===== src/rtl/router_pkg.sv =====
// ============================================================================
//  Module      : router_pkg
//  Description : Shared router types and constants (packer state, counter
//                widths, default byte width).
//  Revision    : 1.0 - initial release
// ============================================================================
`default_nettype none

package router_pkg;

    localparam int c_default_data_width  = 8;
    localparam int c_word_count_width    = 16;
    localparam int c_partial_count_width = 8;

    typedef enum logic {
        FILL = 1'b0,
        HOLD = 1'b1
    } packer_state_t;

endpackage : router_pkg

`default_nettype wire


===== src/rtl/miso_drain_packer.sv =====
// ============================================================================
//  Module      : miso_drain_packer
//  Description : Drains the router's MISO byte FIFO, packs PACK_LENGTH bytes
//                per word and hands words out over valid/ready; a flush emits
//                the trailing partial word with a lane mask.
//                Optional statistics counters: MISO_DRAIN_PACKER_STATS_EN.
//  Revision    : 1.0 - initial release
// ============================================================================
`default_nettype none

module miso_drain_packer
    import router_pkg::*;
#(
    parameter int DATA_WIDTH  = c_default_data_width,
    parameter int PACK_LENGTH = 4,
    parameter int IDX_WIDTH   = $clog2(PACK_LENGTH)
) (
    input  logic                                  i_clk,
    input  logic                                  i_rst,
    input  logic                                  i_clear,
    input  logic [DATA_WIDTH-1:0]                 i_fifo_data,
    input  logic                                  i_fifo_empty,
    output logic                                  o_fifo_pop,
    input  logic                                  i_flush,
    output logic [0:PACK_LENGTH-1][DATA_WIDTH-1:0] o_data,
    output logic [PACK_LENGTH-1:0]                o_mask,
    output logic                                  o_valid,
    input  logic                                  i_ready,
    output logic                                  o_busy
`ifdef MISO_DRAIN_PACKER_STATS_EN
    ,
    output logic [c_word_count_width-1:0]         o_word_count,
    output logic [c_partial_count_width-1:0]      o_partial_count
`endif
);

    localparam logic [IDX_WIDTH-1:0]   c_last_idx = IDX_WIDTH'(PACK_LENGTH - 1);
    localparam logic [PACK_LENGTH-1:0] c_lane0    = PACK_LENGTH'(1);

    packer_state_t                          r_state;
    logic [IDX_WIDTH-1:0]                   r_idx;
    logic                                   r_flush_pending;
    logic [0:PACK_LENGTH-1][DATA_WIDTH-1:0] r_data;
    logic [PACK_LENGTH-1:0]                 r_mask;

    logic                   w_clr;
    logic                   w_hold_accept;
    logic                   w_pop;
    logic                   w_flush_resolve;
    logic [PACK_LENGTH-1:0] w_lane_bit;

    assign w_clr         = i_rst | i_clear;
    assign w_hold_accept = (r_state == HOLD) & i_ready;
    assign w_pop         = ~i_fifo_empty & ((r_state == FILL) | w_hold_accept) & ~w_clr;
    assign w_lane_bit    = c_lane0 << r_idx;

    // A flush raised this cycle may resolve immediately if the FIFO is already dry.
    assign w_flush_resolve = (r_state == FILL) & i_fifo_empty & (r_flush_pending | i_flush);

    always_ff @(posedge i_clk) begin
        if (w_clr) begin
            r_state         <= FILL;
            r_idx           <= '0;
            r_flush_pending <= 1'b0;
            r_data          <= '0;
            r_mask          <= '0;
        end else begin
            if (w_pop) begin
                r_data[r_idx] <= i_fifo_data;
                // Popping while handing off a word starts a fresh mask at lane 0.
                r_mask <= w_hold_accept ? w_lane_bit : (r_mask | w_lane_bit);
                if (r_idx == c_last_idx) begin
                    r_idx   <= '0;
                    r_state <= HOLD;
                end else begin
                    r_idx   <= r_idx + 1'b1;
                    r_state <= FILL;
                end
            end else if (w_hold_accept) begin
                r_mask  <= '0;
                r_state <= FILL;
            end else if (w_flush_resolve && (r_idx != '0)) begin
                r_state <= HOLD;
                r_idx   <= '0;
            end

            if (w_flush_resolve) begin
                r_flush_pending <= 1'b0;
            end else if (i_flush) begin
                r_flush_pending <= 1'b1;
            end
        end
    end

    assign o_fifo_pop = w_pop;
    assign o_data     = r_data;
    assign o_mask     = r_mask;
    assign o_valid    = (r_state == HOLD);
    assign o_busy     = (r_idx != '0) | (r_state == HOLD) | r_flush_pending;

`ifdef MISO_DRAIN_PACKER_STATS_EN
    logic [c_word_count_width-1:0]    r_word_count;
    logic [c_partial_count_width-1:0] r_partial_count;
    logic                             w_handshake;

    assign w_handshake = w_hold_accept & ~w_clr;

    always_ff @(posedge i_clk) begin
        if (w_clr) begin
            r_word_count    <= '0;
            r_partial_count <= '0;
        end else if (w_handshake) begin
            if (r_word_count != '1) begin
                r_word_count <= r_word_count + 1'b1;
            end
            // A word without every lane set can only come from a flush.
            if ((~&r_mask) && (r_partial_count != '1)) begin
                r_partial_count <= r_partial_count + 1'b1;
            end
        end
    end

    assign o_word_count    = r_word_count;
    assign o_partial_count = r_partial_count;
`endif

endmodule : miso_drain_packer

`default_nettype wire


===== config.mk =====
export PLATFORM = sky130hd
export DESIGN_NAME = miso_drain_packer
export DESIGN_NICKNAME = d
export VERILOG_FILES = /design/src/rtl/router_pkg.sv /design/src/rtl/miso_drain_packer.sv
export SDC_FILE = /design/constraint.sdc
export NUM_CORES = 1
export LEC_CHECK = 0
export ABC_AREA = 1
export CAP_MARGIN = 20
export CORE_MARGIN = 5
export CORE_UTILIZATION = 47
export DETAILED_ROUTE_END_ITERATION = 6
export PLACE_DENSITY = 0.79
export REMOVE_ABC_BUFFERS = 1
export SETUP_SLACK_MARGIN = 0.15
export SYNTH_ARGS = -nofsm -noshare
export SYNTH_HDL_FRONTEND = slang
export SYNTH_SLANG_ARGS = --single-unit

===== constraint.sdc =====
create_clock -name i_clk -period 1.3 [get_ports i_clk]
set_clock_uncertainty 0.05 [all_clocks]
set_input_delay 0.26 -clock i_clk [delete_from_list [all_inputs] [get_ports i_clk]]
set_output_delay 0.26 -clock i_clk [all_outputs]
set_load 0.02 [all_outputs]

=== Word-level counts from Yosys, hierarchy flattened ===
Cells that the tools add are included.

* Register bits: 40
* Latch bits: 0
* Memory bits (writable): 0
* ROM bits: 0
* Input bits: 14
* Output and inout port bits: 39
* Logic and storage cells: 51
* Memories: 0

* $add $sub $neg: 1
* Multipliers: 0
* Divide/modulo/power cells: 0
* Magnitude comparators: 2
* Equality and inequality tests: 2
* Shift operators: 1
* Mux-type cells: 14
* Bitwise logic cells: 15
* Reduce and logical (&&, ||, !) cells: 8

{| class="wikitable"
|+ Operator list
! operator !! number
|-
| $bwmux W32 || 1
|-
| $demux W8 S2 || 1
|-
| $mux W4 || 3
|-
| $mux W2 || 4
|-
| $mux W8 || 1
|-
| $reduce_bool A2 Y1 || 3
|-
| $and A1 B1 Y1 || 5
|-
| $or A1 B1 Y1 || 5
|-
| $mux W1 || 4
|-
| $or A4 B4 Y4 || 1
|-
| $shl A1 B2 Y4 const A || 1
|-
| $ge A3 B3 Y1 const B || 1
|-
| $lt A3 B1 Y1 const B || 1
|-
| $not A1 Y1 || 3
|-
| $not A2 Y3 || 1
|-
| $reduce_bool A3 Y1 || 1
|-
| $add A2 B1 Y2 const B || 1
|-
| $eq A2 B2 Y1 const B || 1
|-
| $logic_and A1 B1 Y1 || 2
|-
| $ne A2 B2 Y1 const B || 1
|-
| $reduce_and A2 Y1 || 1
|-
| $reduce_or A2 Y1 || 1
|}

=== Depth between registers and ports, before layout ===
Gate-level depths: netlist of the first run.

* Depth in word-level cells: 7
* Depth in mapped cells: 7
* Depth with buffers taken out: 7

=== Worst setup path before layout of the first run ===
Ideal clock, no wire load.

* Path kind: register to register
* Start point: register r_state, in the netlist o_valid
* End point: register r_idx[1]
* Arrival: 1.098 ns
* Data required time: 1.129 ns
* Setup slack: 0.031 ns
* Cell stages (with the launch flop): 6
* Path buffers: 0
* Cells stage by stage: dfxtp_1 -> nand2_4 -> nand3_2 -> clkinv_1 -> nand2_1 -> a21oi_1

* Longest elaborated chain between the ends: 6
* Elaborated cells between the ends (all ways): 12
* Those cells by class: eq/ne (1); mux (1); bitwise (7); reduce/logical (3)

{| class="wikitable"
|+ RTL lines
! item !! line !! text
|-
| start, declared || miso_drain_packer.sv:40 || <nowiki>packer_state_t r_state;</nowiki>
|-
| start signal, assigned || miso_drain_packer.sv:62 || <nowiki>r_state <= FILL;</nowiki>
|-
| start signal, assigned || miso_drain_packer.sv:74 || <nowiki>r_state <= HOLD;</nowiki>
|-
| start signal, assigned || miso_drain_packer.sv:77 || <nowiki>r_state <= FILL;</nowiki>
|-
| $and A1 B1 Y1 / $not A1 Y1 (equally long branches) || miso_drain_packer.sv:53, miso_drain_packer.sv:54 ||
|-
| $or A1 B1 Y1 * || miso_drain_packer.sv:54 || <nowiki>assign w_pop = ~i_fifo_empty & ((r_state == FILL) | w_hold_accept) & ~w_clr;</nowiki>
|-
| $and A1 B1 Y1 * (2 in series) || miso_drain_packer.sv:54 ||
|-
| net o_fifo_pop || miso_drain_packer.sv:23 || <nowiki>output logic o_fifo_pop,</nowiki>
|-
| $ne A2 B2 Y1 (no source line) / $reduce_bool A2 Y1 (equally long branches) || -- ||
|-
| $reduce_and A2 Y1 (no source line) || -- ||
|-
| end signal, assigned || miso_drain_packer.sv:76 || <nowiki>r_idx <= r_idx + 1'b1;</nowiki>
|-
| end, declared || miso_drain_packer.sv:41 || <nowiki>logic [IDX_WIDTH-1:0] r_idx;</nowiki>
|}

The timed path passes the listed nets; every way through them passes the cells marked *.
A chain may end at the register's enable or synchronous reset.

=== Final worst setup path of the first run ===
* Start point: register r_idx[1]
* End point: output port o_busy

* Longest elaborated chain between the ends: 3

{| class="wikitable"
|+ RTL lines
! item !! line !! text
|-
| $reduce_bool A2 Y1 || miso_drain_packer.sv:99 || <nowiki>assign o_busy = (r_idx != '0) | (r_state == HOLD) | r_flush_pending;</nowiki>
|-
| $or A1 B1 Y1 (2 in series) || miso_drain_packer.sv:99 ||
|-
| end, declared || miso_drain_packer.sv:29 || <nowiki>output logic o_busy</nowiki>
|}

Every way passes these cells.

==> results.yml, run 1 <==
placed_design:
  hpwl_mm: 3.007
  gp_congestion: 0.7504
  numPortBuffers: 52
sta:
  finalWorstSetupSlack_ps: -44.55
  hold_viol: 0
  fin_crit_ps: 1345
  drv_slew: 0
  relSlewSlack_pct: 82.62
  setup_tns_ps: -211.5
  worst_pin_slew_ps: 259.7
  max_clock_freq_ghz: 0.7437
  hold_ws_ps: 428.1
  setup_viol: 14
  rsz0062_at_grt: "yes"
  fin_crit_sh_pct: 103.4
logic_synthesis:
  ys.warnings.count: 0
  synthCells: 258
  ys_seq_elements: 40
  syn_area_um2: 1826
  synth_sequential_area_ratio_pct: 43.87
  synth_cell_types: 18
  syn_avg_cell_area_um2: 7.076
routing:
  vias_per_cell: 4.627
  wl_per_cell_um: 12.87
  ant_nets: 0
  first_pass_iters: 4
  finalWirelength_mm: 5.032
  drc: 0
  drt_iter0_markers: 77
  dr_total_vias: 1809
clocking:
  clkSlewWorstSetupHoldPaths_ps: 70
  cts_tree: "built"
  clk_latency_ps: 280
  ctsHoldBuffers: 0
  clock-sinks: 40
  clockBufferDepth: 2
  root_buffer: "clkbuf_8"
  cts_max_level: 2
  cts_made_buffers: 5
critical_path:
  slowest_delay_ps: 330
  arrival_ps: 1030
  crit_family: "flip-flops"
  critPathMaxFanout: 2
  crit_buf_inv: 2
  r2r_setup_slack_ps: -30
  worstSetupPathType: "register to primary output"
  end_kind: "primary output"
  crit_chain: "inv_2 > ha_4 > nand3_2 > buf_6"
  cpMaxStageDelayCell: "dfxtp_2"
  critPathRequiredTime_ps: 990
  cp-start-kind: "register"
grt:
  overflow: 0
  track_usage_pct: 19.29
  grt_pass1_vias: 1850
  grt_max_degree: 21
  grt_pass1_wl_mm: 7.948
  antenna_found_initial: 0
die:
  dieWidth_um: 72.32
  dieArea_um2: 5230
  core_area_um2: 3716
  io_pins: 53
  row_count: 22
  initial_core_util_pct: 49.12
  die_h_um: 72.32
pwr:
  power_mw: 2.302
  peakVddDrop_mv: 0.5815
  p_leak_nw: 1.466
  powerDensity_nw_per_um2: 827.5
cells_and_area:
  syn2layout_area_growth_pct: 52.36
  final_core_util_pct: 74.85
  final_net_count: 360
  diodes: 0
  drive_gt1_share_pct: 37.03
status:
  violations: "setup timing"
  outcome: "complete, but fails checks"
hold_path:
  hp-class: "register to register"
job:
  cap_violations: 0
-- where the power goes --
group | switching (mW) | internal, mW
combinational | 0.129 | 0.111
clock | 0.393 | 0.433
sequential | 0.00392 | 1.23
-- metal layers --
layer / GRT usage, % / up-vias / wire, µm
met5: 0 / - / 0
met4: 10.86 / 0 / 72
met3: 4.155 / 8 / 288
met2: 34.28 / 58 / 2649
met1: 21.03 / 821 / 2021
li1: - / 922 / -
-- path summary, 6_finish.rpt --
check / startpoint / to / cells after the start
worst max-delay path: r_idx[1] / o_busy / 4
worst min-delay path: o_mask[2] / o_mask[2] / 2
worst max register to register: r_idx[1] / o_data[26] / 9
worst min register to register: o_mask[2] / o_mask[2] / 2
-- cell usage after synthesis (all sizes together) --
cell type / n / area (µm²)
nand4: 5 / 91.34
ha: 4 / 50.05
nand3: 4 / 25.02
nor2: 68 / 271.5
buf: 8 / 75.07
dfxtp: 40 / 800.8
a21oi: 7 / 38.79
inv: 43 / 161.4
nand2: 78 / 307.8
clkinv: 1 / 3.750
-- tightest hold or removal path: cells and delay by family, from the launching register on --
family           cells  cell delay (ps)
AND/OR/NAND/NOR      1               60
flip-flops           1              310
AO/OA/AOI/OAI        1               60
-- area by class of cell --
cell class / instances / area [µm²]
tap: 48 / 60.06
sequential: 40 / 807.0
fill: 297 / 934.6
clock buffer: 8 / 90.09
multi-input combinational: 166 / 929.6
inverter: 44 / 170.2
timing repair buffer: 85 / 724.4
-- through the flow --
stage | instance area (µm²) | instances | setup slack [ps]
2_1_floorplan | 1750 | 250 | 15.16
3_3_place_gp | 2501 | 371 | -677.7
3_5_place_dp | 2501 | 371 | -700.0
4_1_cts | 2684 | 386 | -29.69
5_1_grt | 2781 | 391 | -121.7
6_report | 2781 | 391 | -44.55
-- sequential cells by signal, summed over array words and instances (netlist names) --
name / cells
o_data: 32
o_mask: 4
o_valid: 1
r_flush_pending: 1
r_idx: 2
-- cells by family (layout without fill, tap and decap cells) --
group | Yosys count | in the layout | synth area share (%)
AND/OR/NAND/NOR | 155 | 155 | 38.11
flip-flops | 40 | 40 | 43.87
adder cells (fa/ha/maj) | 4 | 4 | 2.742
AO/OA/AOI/OAI | 7 | 7 | 2.125
buffers and inverters | 52 | 137 | 13.16
-- repair_timing --
action | in CTS | in global routing
pin swaps | 6 | 4
gates cloned | 3 | 1
endpoints found under the setup margin | 79 | 44
gates resized for setup | 219 | 20
buffers inserted | 4 | 4
endpoints found under the hold margin | 0 | 0
-- cells in the final DEF (no fill, tap or decap), types with 3 or more instances in the layout --
cell / instances
a21oi_2: 5
nand4_4: 4
clkbuf_8: 6
nor2_1: 60
dfxtp_1: 37
buf_6: 18
buf_2: 34
inv_2: 5
nand2_2: 13
ha_4: 4
buf_4: 15
nor2_2: 7
nand2_1: 63
clkdlybuf4s50_1: 9
dlygate4sd2_1: 3
inv_1: 38
(Power assumes the default switching activity.)
==> run 2: changes to the inputs <==
- ABC_AREA: 1 -> default
- CORE_UTILIZATION: 47 -> 45
==> results.yml, run 2 <==
status:
  outcome: "complete, but fails checks"
  violations: "setup timing"
routing:
  first_pass_iters: 2
  drc: 0
  wl_per_cell_um: 16.41
  dr_total_vias: 1444
  vias_per_cell: 5.031
  ant_nets: 0
  finalWirelength_mm: 4.710
  drt_iter0_markers: 63
critical_path:
  critPathRequiredTime_ps: 990
  crit_buf_inv: 1
  cpMaxStageDelayCell: "dfxtp_2"
  arrival_ps: 1110
  critPathMaxFanout: 2
  cp-start-kind: "register"
  slowest_delay_ps: 380
  crit_chain: "nand2b_4 > and3_4 > buf_6"
  worstSetupPathType: "register to primary output"
  end_kind: "primary output"
  crit_family: "flip-flops"
hold_path:
  hp-class: "primary input to register"
die:
  core_area_um2: 3363
  initial_core_util_pct: 47.14
  dieWidth_um: 69.36
  io_pins: 53
  die_h_um: 69.36
  row_count: 21
  dieArea_um2: 4810
sta:
  relSlewSlack_pct: 81.01
  hold_ws_ps: 390.2
  max_clock_freq_ghz: 0.7066
  worst_pin_slew_ps: 283.7
  finalWorstSetupSlack_ps: -115.2
  rsz0062_at_grt: "yes"
  drv_slew: 0
  hold_viol: 0
  setup_viol: 20
  fin_crit_ps: 1415
  fin_crit_sh_pct: 108.9
logic_synthesis:
  synth_common_cells: "dfxtp_1 (40), nand2_1 (39), mux2i_1 (32)"
  async_reset_ff_share_pct: 0
  yosysTopAreaCell: "dfxtp_1"
  synthCells: 160
  synth-edff-count: 0
  ys_top_cells_by_area: "dfxtp_1 (51%), mux2i_1 (20%), nand2_1 (9.2%)"
  synth_cell_types: 23
  ys_seq_elements: 40
  synthFlopType: "dfxtp_1"
  syn_area_um2: 1585
  syn_avg_cell_area_um2: 9.908
  synth_top_area_share_pct: 50.51
  ys.warnings.count: 0
  synth.most_common_cell: "dfxtp_1"
  synth_sequential_area_ratio_pct: 50.51
clocking:
  root_buffer: "clkbuf_4"
  cts_tree: "built"
  clk_latency_ps: 350
  clock-sinks: 40
  cts_made_buffers: 5
  clkSlewWorstSetupHoldPaths_ps: 120
  ctsHoldBuffers: 0
  cts_max_level: 2
  clockBufferDepth: 2
cells_and_area:
  final_cells: 287
  final_core_util_pct: 77.64
  syn2layout_area_growth_pct: 64.72
  mostFrequentLayoutCell: "buf_6"
  final_net_count: 258
  drive_gt1_share_pct: 55.19
  mostFrequentLayoutCells: "buf_6 (49), dfxtp_2 (39), nand2_1 (38), mux2i_1 (32), buf_4 (20)"
  largest_reg_flops: 32
  diodes: 0
placed_design:
  hpwl_mm: 3.002
  dp_cells: 271
  numPortBuffers: 52
  dp_slack_ps: -658.7
  gp_congestion: 0.8108
pwr:
  peakVddDrop_mv: 0.7484
  p_leak_nw: 1.315
  powerDensity_nw_per_um2: 838.2
grt:
  grt_pass1_vias: 1624
  antenna_found_initial: 0
  track_usage_pct: 20.25
  overflow: 0
  grt_pass1_wl_mm: 7.803
  grt_max_degree: 40
job:
  cap_violations: 0
run 2: changes by cell type after synthesis, moves of 3 or more:
| cell | before | now |
|---|---|---|
| nand3_1 | 3 | 0 |
| nand4_4 | 4 | 0 |
| nand4_1 | 1 | 6 |
| nand2_2 | 3 | 0 |
| buf_2 | 0 | 3 |
| inv_1 | 42 | 10 |
| nand2_1 | 74 | 39 |
| mux2i_1 | 0 | 32 |
| nor2_1 | 67 | 4 |
run 2: final timing paths:
kind,start,endpoint,slack (ps),cells after the start
min,i_ready,o_mask[3],390,4
max,o_valid,o_fifo_pop,-120,3
min reg2reg,o_data[28],o_data[28],420,2
max reg2reg,r_idx[1],o_data[19],-90,6
run 2: logic make-up (layout without fill, tap and decap cells):
family	after synthesis	in the layout	synth area share (%)
adder cells (fa/ha/maj)	4	4	3.157
multiplexers	32	32	20.21
AO/OA/AOI/OAI	9	9	4.184
AND/OR/NAND/NOR	54	54	14.84
flip-flops	40	40	50.51
buffers and inverters	21	102	7.103
run 2: layout make-up:
cell class	instances	area, µm²
Clock buffer	6	51.30
Fill cell	237	752.0
Clock inverter	2	10.01
Sequential cell	40	849.6
Inverter	11	41.29
Multi-Input combinational cell	99	753.2
Tap cell	46	57.56
Timing Repair Buffer	83	848.3
run 2: power breakdown:
| part | leakage [nW] | switching [mW] | internal (mW) |
|---|---|---|---|
| combinational | 0.934 | 0.135 | 0.135 |
| clock | 0.0380 | 0.402 | 0.258 |
| sequential | 0.343 | 0.0142 | 1.25 |
| total | 1.31 | 0.551 | 1.64 |
run 2: stage by stage:
stage	setup TNS (ps)	instance area (µm²)	power (mW)
after floorplan	-28600	1514	1.379
after global placement	-21780	2265	1.500
after detailed placement	-23100	2265	1.510
after CTS	-261.2	2560	2.184
after global routing	-3357	2611	2.297
final	-1083	2611	2.189
run 2: worst register-to-register path: stages (launching register included):
cell     delay [ps]
dfxtp_2         340
inv_2            80
buf_4           140
ha_1            150
nand4_1         200
buf_6           210
mux2i_1         110
run 2: repair_timing:
| action | in CTS | in global routing |
|---|---|---|
| buffers inserted | 3 | 4 |
| pin swaps | 6 | 2 |
| setup endpoints to repair | 78 | 78 |
| resized for setup | 304 | 4 |
| cloned | 1 | 0 |
run 2: layer usage:
metal  vias up  share of wire (%)  GRT usage [%]
met3        10                6.8          7.391
met1       688                 39          21.02
li1        691                  -              -
met2        55                 52          36.65
met5         -                  0              0
met4         0                2.0          8.026
==> run 3: changes to the inputs <==
- clock period: 1.3 -> 1.5 ns (I/O delays scaled with it)
==> results.yml, run 3 (synthesized netlist as in run 2, its figures left out) <==
status:
  outcome: "finished clean"
clocking:
  cts_tree: "built"
  clockBufferDepth: 2
  clkSlewWorstSetupHoldPaths_ps: 120
  clock-sinks: 40
  clk_latency_ps: 350
  cts_max_level: 2
  root_buffer: "clkbuf_4"
  cts_made_buffers: 5
  ctsHoldBuffers: 0
critical_path:
  arrival_ps: 1120
  end_kind: "primary output"
  critPathRequiredTime_ps: 1150
  r2r_end: "o_data[17]"
  cp-start-kind: "primary input"
  worstSetupPathType: "primary input to primary output"
  slowest_delay_ps: 480
  critPathMaxFanout: 2
  crit_chain: "clkdlybuf4s50_1 > inv_2 > and3_4 > buf_6"
  ff2ff_path_depth: 6
  cpMaxStageDelayCell: "clkdlybuf4s50_1"
  r2r-start: "r_idx[0]"
  r2r_setup_slack_ps: 70
cells_and_area:
  final_net_count: 253
  mostFrequentLayoutCell: "nand2_1"
  fill_cells: 281
  drive_gt1_share_pct: 38.98
  diodes: 0
  syn2layout_area_growth_pct: 49.65
  largest_reg_flops: 32
  mostFrequentLayoutCells: "nand2_1 (38), dfxtp_1 (37), buf_2 (34), mux2i_1 (32), buf_6 (16)"
pwr:
  netSwitchingFraction_pct: 24.26
  pwr-share-seq_pct: 53.6
  peakVddDrop_mv: 0.6578
  p_leak_nw: 1.259
  powerDensity_nw_per_um2: 852.4
  switching_power_mw: 0.4907
  p_clk_share_pct: 35.1
  p_int_mw: 1.532
  p_comb_share_pct: 11.2
grt:
  grt_pass1_vias: 1499
  track_usage_pct: 18.27
  overflow: 0
  grt_pass1_wl_mm: 7.107
  antenna_found_initial: 0
  grt_max_degree: 40
die:
  core_area_um2: 3363
  dieWidth_um: 69.36
  die_h_um: 69.36
  row_count: 21
  io_pins: 53
  initial_core_util_pct: 47.14
  dieArea_um2: 4810
sta:
  hold_ws_ps: 402.3
  fin_crit_ps: 1474
  relSlewSlack_pct: 82.69
  worst_pin_slew_ps: 258.6
  fin_crit_sh_pct: 98.24
  setup_viol: 0
  rsz0062_at_grt: "yes"
  hold_viol: 0
  drv_slew: 0
  setup_tns_ps: 0
  max_clock_freq_ghz: 0.6786
routing:
  dr_total_vias: 1397
  wl_per_cell_um: 16.04
  first_pass_iters: 4
  drt_iter0_markers: 56
  vias_per_cell: 4.954
  ant_nets: 0
  finalWirelength_mm: 4.522
  drc: 0
placed_design:
  numPortBuffers: 52
  hpwl_mm: 2.961
  gp_congestion: 0.8014
hold_path:
  holdPathStages: 4
  min_to: "o_mask[3]"
  min-delay-start: "i_ready"
  hp-class: "primary input to register"
job:
  cap_violations: 0
-- run 3: timing repair --
| item | 4_1_cts | 5_1_grt |
|---|---|---|
| pin swaps | 6 | 9 |
| setup endpoints to repair | 78 | 63 |
| buffers inserted | 2 | 2 |
| resized for setup | 153 | 54 |
| cloned | 0 | 1 |
-- run 3: final cells by class --
type	count	area [µm²]	area share (%)
inverter	11	43.79	1.846
sequential	40	809.5	34.12
timing repair buffer	78	609.3	25.69
multi-input combinational	99	772.0	32.54
tap	46	57.56	2.426
clock inverter	3	42.54	1.793
clock buffer	5	37.54	1.582
-- run 3: worst max-delay path by stage --
stage,to,start,slack (ps)
final,o_fifo_pop,i_fifo_empty,30
after global routing,o_busy,o_valid,-20
after CTS,o_busy,o_valid,30
after detailed placement,o_data[17],i_clear,-540
after global placement,o_fifo_pop,i_ready,-520
after floorplan,o_data[0],i_clear,-600
-- run 3: metal layers --
layer  global-route usage (%)  part of all wire [%]  vias up
met5                        0                     0        -
met4                    5.206                   1.3        0
met3                    7.246                   7.1        7
met2                    31.36                    50       53
met1                    20.85                    42      654
li1                         -                     -      683
-- run 3: power by group through the flow --
stage               registers, mW  clock network (mW)  logic [mW]
floorplan                    1.13                   0      0.0695
global placement             1.11                   0       0.189
detailed placement           1.11                   0       0.196
CTS                          1.09               0.720       0.210
global route                 1.09               0.776       0.241
finish                       1.08               0.711       0.227
-- run 3: through the flow --
| stage | instances | setup slack (ps) | area [µm²] | util, % | power, mW |
|---|---|---|---|---|---|
| floorplan | 150 | -602.6 | 1514 | - | 1.195 |
| CTS | 279 | 29.55 | 2437 | 72.47 | 2.017 |
| global placement | 269 | -520.7 | 2250 | 66.89 | 1.298 |
| finish | 282 | 26.35 | 2372 | 70.54 | 2.022 |
| global route | 282 | -23.86 | 2372 | 70.54 | 2.104 |
| detailed placement | 269 | -543.2 | 2250 | 66.89 | 1.306 |
-- run 3: worst max-delay path, delay by kind of cell --
| kind | cells | cell delay [ps] |
|---|---|---|
| buf+inv | 3 | 640 |
| simple gates | 1 | 170 |
